### src/rtl/ac_stim.sv
// ---------------------------------------------------------------------------
// ac_stim : self-checking stimulus generator for an 8-bit-in / 16-bit-sum
//           registered accumulator.
//
// A run resets the accumulator for two cycles. It then drives `count`
// samples, which are either an 8-bit LFSR sequence or a constant. While it
// drives, it keeps its own reference sum. It compares the accumulator's sum
// against that reference on every drive cycle and once more in a drain cycle.
// At the end of the run it pulses `done` and reports pass/fail.
//
// Ports
//   clk        sole clock, rising edge
//   rst        synchronous reset, active low
//   start      begin a run (only honoured in IDLE)
//   mode       0 = LFSR stimulus, 1 = constant stimulus (captured at start)
//   seed       LFSR seed / constant value             (captured at start)
//   count      number of drive samples, 0..255         (captured at start)
//   ac_in      stimulus to accumulator input
//   ac_rst     accumulator reset, active high
//   ac_sum     accumulator sum (observed)
//   busy       high in DUT_RST, DRIVE, DRAIN
//   done       one-cycle pulse in the DONE state
//   pass       err_cnt == 0 at end of run; held until the next start
//   err_cnt    compare mismatches, saturating at 255
//   first_err  compare index of the first mismatch, 8'hFF if none
//   exp_sum    reference-model sum
// ---------------------------------------------------------------------------
module ac_stim (
    input  logic        clk,
    input  logic        rst,
    input  logic        start,
    input  logic        mode,
    input  logic [7:0]  seed,
    input  logic [7:0]  count,
    output logic [7:0]  ac_in,
    output logic        ac_rst,
    input  logic [15:0] ac_sum,
    output logic        busy,
    output logic        done,
    output logic        pass,
    output logic [7:0]  err_cnt,
    output logic [7:0]  first_err,
    output logic [15:0] exp_sum
);

    typedef enum logic [2:0] {
        S_IDLE    = 3'd0,
        S_DUT_RST = 3'd1,
        S_DRIVE   = 3'd2,
        S_DRAIN   = 3'd3,
        S_DONE    = 3'd4
    } state_t;

    // Run configuration latched on an accepted start.
    typedef struct packed {
        logic       mode;
        logic [7:0] seed;
        logic [7:0] count;
    } cfg_t;

    state_t     state;
    state_t     state_nx;
    cfg_t       cfg;

    logic [7:0] lfsr;
    logic [7:0] lfsr_nx;
    logic [7:0] idx;        // drive index; equals count during DRAIN
    logic       rst_phase;  // 0 = first DUT_RST cycle, 1 = second
    logic       in_rst;     // set while block reset is being applied

    logic       accept;
    logic       drv_last;
    logic       cmp_en;
    logic       mismatch;
    logic [7:0] err_nx;

    assign accept   = (state == S_IDLE) && start;
    assign drv_last = (idx == (cfg.count - 8'd1));
    assign cmp_en   = (state == S_DRIVE) || (state == S_DRAIN);

    // Case inequality: an X/Z on any bit of ac_sum counts as a mismatch
    // in simulation. Synthesis reduces this to a plain inequality.
    assign mismatch = (ac_sum !== exp_sum);

    // x^8 + x^6 + x^5 + x^4 + 1, left shift, feedback into bit 0.
    assign lfsr_nx  = {lfsr[6:0], lfsr[7] ^ lfsr[5] ^ lfsr[4] ^ lfsr[3]};

    // Saturating error count including this cycle's compare. The DRAIN edge
    // uses it so that pass also covers the final compare.
    always_comb begin
        err_nx = err_cnt;
        if (cmp_en && mismatch && (err_cnt != 8'hFF))
            err_nx = err_cnt + 8'd1;
    end

    // ---------------- state register ----------------
    always_ff @(posedge clk) begin
        if (!rst)
            state <= S_IDLE;
        else
            state <= state_nx;
    end

    // ---------------- next-state logic ----------------
    always_comb begin
        state_nx = state;
        case (state)
            S_IDLE:    if (start) state_nx = S_DUT_RST;
            S_DUT_RST: if (rst_phase)
                           state_nx = (cfg.count == 8'd0) ? S_DRAIN : S_DRIVE;
            S_DRIVE:   if (drv_last) state_nx = S_DRAIN;
            S_DRAIN:   state_nx = S_DONE;
            S_DONE:    state_nx = S_IDLE;
            default:   state_nx = S_IDLE;
        endcase
    end

    // ---------------- outputs ----------------
    always_comb begin
        busy   = (state == S_DUT_RST) || (state == S_DRIVE) || (state == S_DRAIN);
        done   = (state == S_DONE);
        // The accumulator stays in reset while this block is in reset.
        // It is released on the first IDLE cycle after rst goes high.
        ac_rst = in_rst || (state == S_DUT_RST);
        ac_in  = 8'h00;
        if (state == S_DRIVE)
            ac_in = cfg.mode ? cfg.seed : lfsr;
    end

    // ---------------- datapath / reference model ----------------
    always_ff @(posedge clk) begin
        if (!rst) begin
            in_rst    <= 1'b1;
            cfg       <= '0;
            lfsr      <= 8'h01;
            idx       <= 8'h00;
            rst_phase <= 1'b0;
            pass      <= 1'b0;
            err_cnt   <= 8'h00;
            first_err <= 8'hFF;
            exp_sum   <= 16'h0000;
        end else begin
            in_rst <= 1'b0;
            if (accept) begin
                cfg       <= {mode, seed, count};
                // An all-zero LFSR would lock up, so seed 0 starts at 1.
                lfsr      <= (seed == 8'h00) ? 8'h01 : seed;
                idx       <= 8'h00;
                rst_phase <= 1'b0;
                pass      <= 1'b0;
                err_cnt   <= 8'h00;
                first_err <= 8'hFF;
                exp_sum   <= 16'h0000;
            end else begin
                if (state == S_DUT_RST)
                    rst_phase <= 1'b1;

                if (state == S_DRIVE) begin
                    lfsr    <= lfsr_nx;
                    idx     <= idx + 8'd1;
                    exp_sum <= exp_sum + {8'h00, ac_in};
                end

                if (cmp_en) begin
                    err_cnt <= err_nx;
                    // err_cnt saturates and never returns to zero,
                    // so zero means no mismatch has happened yet.
                    if (mismatch && (err_cnt == 8'h00))
                        first_err <= idx;
                end

                if (state == S_DRAIN)
                    pass <= (err_nx == 8'h00);
            end
        end
    end

endmodule

### config.mk
export PLATFORM = sky130hd
export DESIGN_NAME = ac_stim
export DESIGN_NICKNAME = d
export VERILOG_FILES = /design/src/rtl/ac_stim.sv
export SDC_FILE = /design/constraint.sdc
export NUM_CORES = 1
export LEC_CHECK = 0
export CAP_MARGIN = 20
export CORE_MARGIN = 2
export CORE_UTILIZATION = 45
export CTS_CLUSTER_SIZE = 25
export DETAILED_ROUTE_END_ITERATION = 16
export PLACE_DENSITY_LB_ADDON = 0.25
export SKIP_CTS_REPAIR_TIMING = 1
export SYNTH_ARGS = -nofsm -noshare
export SYNTH_HDL_FRONTEND = slang
export SYNTH_SLANG_ARGS = --single-unit
### constraint.sdc
create_clock -name clk -period 5.1 [get_ports clk]
set_clock_uncertainty 0.05 [all_clocks]
set_input_delay 1.275 -clock clk [delete_from_list [all_inputs] [get_ports clk]]
set_output_delay 1.275 -clock clk [all_outputs]
set_load 0.03 [all_outputs]
=== Word level (Yosys, flattened, before mapping) ===
Index checks and enable logic that the tools add are counted.

* Register bits: 71
* Input port bits: 36
* Output and inout bits: 44
* Word-level logic and storage cells: 59

* Add/sub/neg operators: 4
* Equal/unequal tests: 10
* Mux-type cells: 12
* Bitwise operators: 4
* Reduce and logical (&&, ||, !) cells: 17

{| class="wikitable"
|+ Operators by type and width
! kind !! number
|-
| $mux W8 || 6
|-
| $logic_not A8 Y1 || 4
|-
| $add A16 B8 Y16 || 1
|-
| $add A8 B1 Y8 const B || 2
|-
| $nex A16 B16 Y1 || 1
|-
| $pmux W3 S4 || 1
|-
| $mux W3 || 3
|-
| $eq A8 B8 Y1 || 1
|-
| $ne A8 B8 Y1 const B || 1
|-
| $sub A8 B1 Y8 const B || 1
|-
| $eq A3 B2 Y1 const B || 2
|-
| $ne A2 B2 Y1 const B || 3
|-
| $logic_and A1 B1 Y1 || 4
|-
| $logic_or A1 B1 Y1 || 4
|-
| $eq A3 B1 Y1 const B || 1
|-
| $eq A3 B3 Y1 const B || 1
|-
| $logic_not A3 Y1 || 1
|-
| $reduce_and A3 Y1 || 1
|-
| $xor A1 B1 Y1 || 3
|-
| $mux W1 || 2
|-
| $reduce_and A2 Y1 || 1
|-
| $reduce_bool A2 Y1 || 1
|-
| $reduce_or A2 Y1 || 1
|-
| $not A1 Y1 || 1
|}

=== Logic depth before layout (Yosys ltp) ===
* Depth in word-level cells: 6
* Mapped depth: 15

=== Worst setup path before layout ===
Ideal clock, no wire load.

* Kind: register -> register
* From: reg state[1]
* To: reg exp_sum[8]
* Arrival time: 3.590 ns
* Setup slack: 1.328 ns
* Stages on the path, launching flop included: 16
* Buffers on the path: 4
* Period minus slack after synthesis: 3.772 ns
* Path through: dfxtp_1 > buf_4 > nor2b_1 > clkbuf_1 > nand2b_1 > clkbuf_1 > buf_1 > nor2_1 > ha_1 > fa_1 > a21o_1 > a21oi_1 > o21bai_1 > a2111oi_2 > or4_2 > a21oi_1

* Cells in the longest elaborated chain, start to end: 3

{| class="wikitable"
|+ RTL lines
! element !! RTL line !! text
|-
| from (decl) || 61 || <nowiki>state_t state;</nowiki>
|-
| from (signal assigned) || 101 || <nowiki>state <= state_nx;</nowiki>
|-
| $eq A3 B2 Y1 || 126 || <nowiki>if (state == S_DRIVE)</nowiki>
|-
| $mux W8 || 126 ||
|-
| net ac_in[0] || 35 || <nowiki>output logic [7:0] ac_in,</nowiki>
|-
| $add A16 B8 Y16 || 161 || <nowiki>exp_sum <= exp_sum + {8'h00, ac_in};</nowiki>
|-
| to (signal assigned) || 161 ||
|-
| to (decl) || 43 || <nowiki>output logic [15:0] exp_sum</nowiki>
|}

The timed path passes the listed nets, and every way through them passes these cells.
A chain may end at the register's enable or synchronous reset.

=== Final worst setup path ===
* From: reg state[1]
* To: out ac_in[4]

* Cells in the longest elaborated chain, start to end: 2

{| class="wikitable"
|+ RTL lines
! element !! RTL line
|-
| $eq A3 B2 Y1 || 126
|-
| $mux W8 || 126
|-
| to (decl) || 35
|}

Every way passes these cells.

==> out/results.tsv <==
metric	value	unit
Setup violations, final	0	
Cells after Synth	489	
input/output buffers	79	
worst-skew pair later-pin latency	0.34	ns
drt pass-1 iters	5	
Hold/Removal Path Class	reg -> reg	
placeable core area	8640	um^2
vias in the first global route	3421	
CP Data Required Time	3.77	ns
Routed WL per cell	15.0	um
#FFs+latches synth	71	
placed cell count	654	
RSZ-0062 raised after global routing	no	
worst setup path category	reg -> out	
Die Ht	97.8	um
total grt overflow	0	
FP Rows	34	
TritonCTS clock tree	built	
fin nets	607	
pins over their slew limit	0	
Sink Count	71	
Slew @ Worst Pin	1.05	ns
Arr. time, crit path	3.07	ns
initial antenna violation count	0	
DR vias/cell	5.55	
outcome	complete, no violations	
vias	3726	
drt drc	0	
Antenna Cells	0	
PD cells	248	nW/um^2
Achievable Freq	0.227	GHz
synth top area cells	dfxtp_1 36%, nand2_1 9.4%, xor2_1 5.8%	
Mean Syn Cell Area	8.10	um^2
Initial Util	0.459	
worst slack, placed	1.12	ns
Max FO, Critical Path	16	
Boundary Pins	80	
Worst slew margin	0.301	
Max Cap Viol	0	
EDFF count, synth	0	
hold path depth	2	
pin count of the biggest net entering global routing	32	
VDD IR max	0.124	mV
final worst-path cycle share	0.863	
DP HPWL	7310	um
Final min period	4.40	ns
die area	9570	um^2
number of synthesis warnings	0	
Routed Antenna Nets	0	
Final Hold Fails	0	
Yosys top cell by area	dfxtp_1	
Synth top area share	0.359	
leakage	1.85	nW
Critical Path Source Type	flip-flop	
final setup margin	0.700	ns
Area Overhead vs Synth	26.7	%
Hold Slack	0.409	ns
H-tree depth	3	
root buffer cell	clkbuf_8	
TNS Setup	0	ns
first-pass GRT wire length	16600	um
CTS buffer count	9	
Fillers	785	
Routed WL	10000	um
Starting DRT DRC Count	153	
gp weighted congestion	0.910	
Reg clk slew, reported paths	0.08	ns
Die W	97.8	um
sequential area share after synthesis	0.359	
CP Capture Type	primary output	
Most used DFF post-synth	dfxtp_1	
Post-synth ARST share	0	
share of layout cells above drive strength 1	0.0639	
GR Util All Layers	0.212	
FF-to-FF path depth	10	
Post-Layout Cell Count	671	
Yosys cell types	61	
Mapped Nets	538	
CTS Buffer Depth	2	
Cell Area, Synth	3960	um^2
==> kinds of logic (layout without fill, tap and decap cells) <==
| group | count (synthesis) | in the layout | share of synthesized area |
|---|---|---|---|
| compound gates | 85 | 85 | 0.134 |
| mux | 23 | 23 | 0.0585 |
| buf+inv | 35 | 109 | 0.0423 |
| flops | 71 | 71 | 0.359 |
| xor+xnor | 46 | 46 | 0.102 |
| fa+ha+maj | 13 | 13 | 0.0430 |
| simple gates | 216 | 216 | 0.262 |
==> power by group <==
group	leakage (nW)	internal [W]	switching (W)
Combinational	1.17	0.0000738	0.0000794
Clock	0.105	0.000276	0.000227
Sequential	0.577	0.000571	0.0000188
Total	1.85	0.000921	0.000325
==> synthesized netlist by cell type, drive strengths merged, types with 3 or more instances <==
library cell / instances
a21o: 3
a21oi: 43
and3: 4
and4: 4
buf: 6
clkbuf: 20
dfxtp: 71
ha: 12
inv: 9
mux2i: 22
nand2: 99
nand2b: 3
nand3: 13
nand4: 12
nor2: 38
nor2b: 3
nor3: 7
nor3b: 4
nor4: 6
nor4b: 3
o21ai: 13
o21bai: 3
o31ai: 4
or3: 7
or4: 5
xnor2: 20
xor2: 26
==> metrics by stage <==
step                      area, um^2   util  power [W]
final                           5020  0.581    0.00125
after global placement          4790  0.554   0.000750
after floorplan                 3960      -   0.000694
after CTS                       5010  0.580    0.00125
after global routing            5020  0.581    0.00129
after detailed placement        4790  0.554   0.000755
==> layout make-up <==
type	count	area, um^2	area share
clock buffer	9	124	0.0247
multi-input combinational	383	2380	0.474
tap	108	135	0.0269
timing repair buffer	84	828	0.165
sequential	71	1420	0.283
clock inverter	7	97.6	0.0195
inverter	9	33.8	0.00673
==> routing by layer <==
layer,track usage,wire length [um]
met1,0.288,4570
met2,0.333,4720
met3,0.0408,574
met4,0.0855,177
met5,0,0
==> critical path: stages, from the launching register on <==
cell and delay [ns]:
dfxtp_1 0.49, nor2b_1 0.50, nand2b_1 0.45, buf_4 0.34, nor2_1 0.22, clkdlybuf4s50_1 0.72
==> cell usage in the layout, fill, tap and decap left out, drive strengths merged, types with 7 or more instances in the layout <==
cell and count:
nand2 99, clkdlybuf4s50 79, dfxtp 71, a21oi 43, nor2 38, xor2 26, mux2i 22, xnor2 20
nand3 13, o21ai 13, ha 12, nand4 12, inv 9, clkbuf 9, nor3 7, or3 7
==> state kept, by name, indices dropped and copies added (netlist names) <==
register,count
exp_sum,16
rst_phase,1
cfg,17
lfsr,8
pass,1
in_rst,1
first_err,8
idx,8
state,3
err_cnt,8
==> worst paths after layout <==
check	to	start	slack (ns)
worst min-delay path	cfg[14]$_SDFFE_PN0P_	cfg[14]$_SDFFE_PN0P_	0.41
worst max register to register	exp_sum[8]$_SDFFE_PP0P_	state[1]$_SDFFE_PN0P_	1.11
worst min register to register	cfg[14]$_SDFFE_PN0P_	cfg[14]$_SDFFE_PN0P_	0.41
worst max-delay path	ac_in[4]	state[1]$_SDFFE_PN0P_	0.70
(Power assumes the default switching activity.)
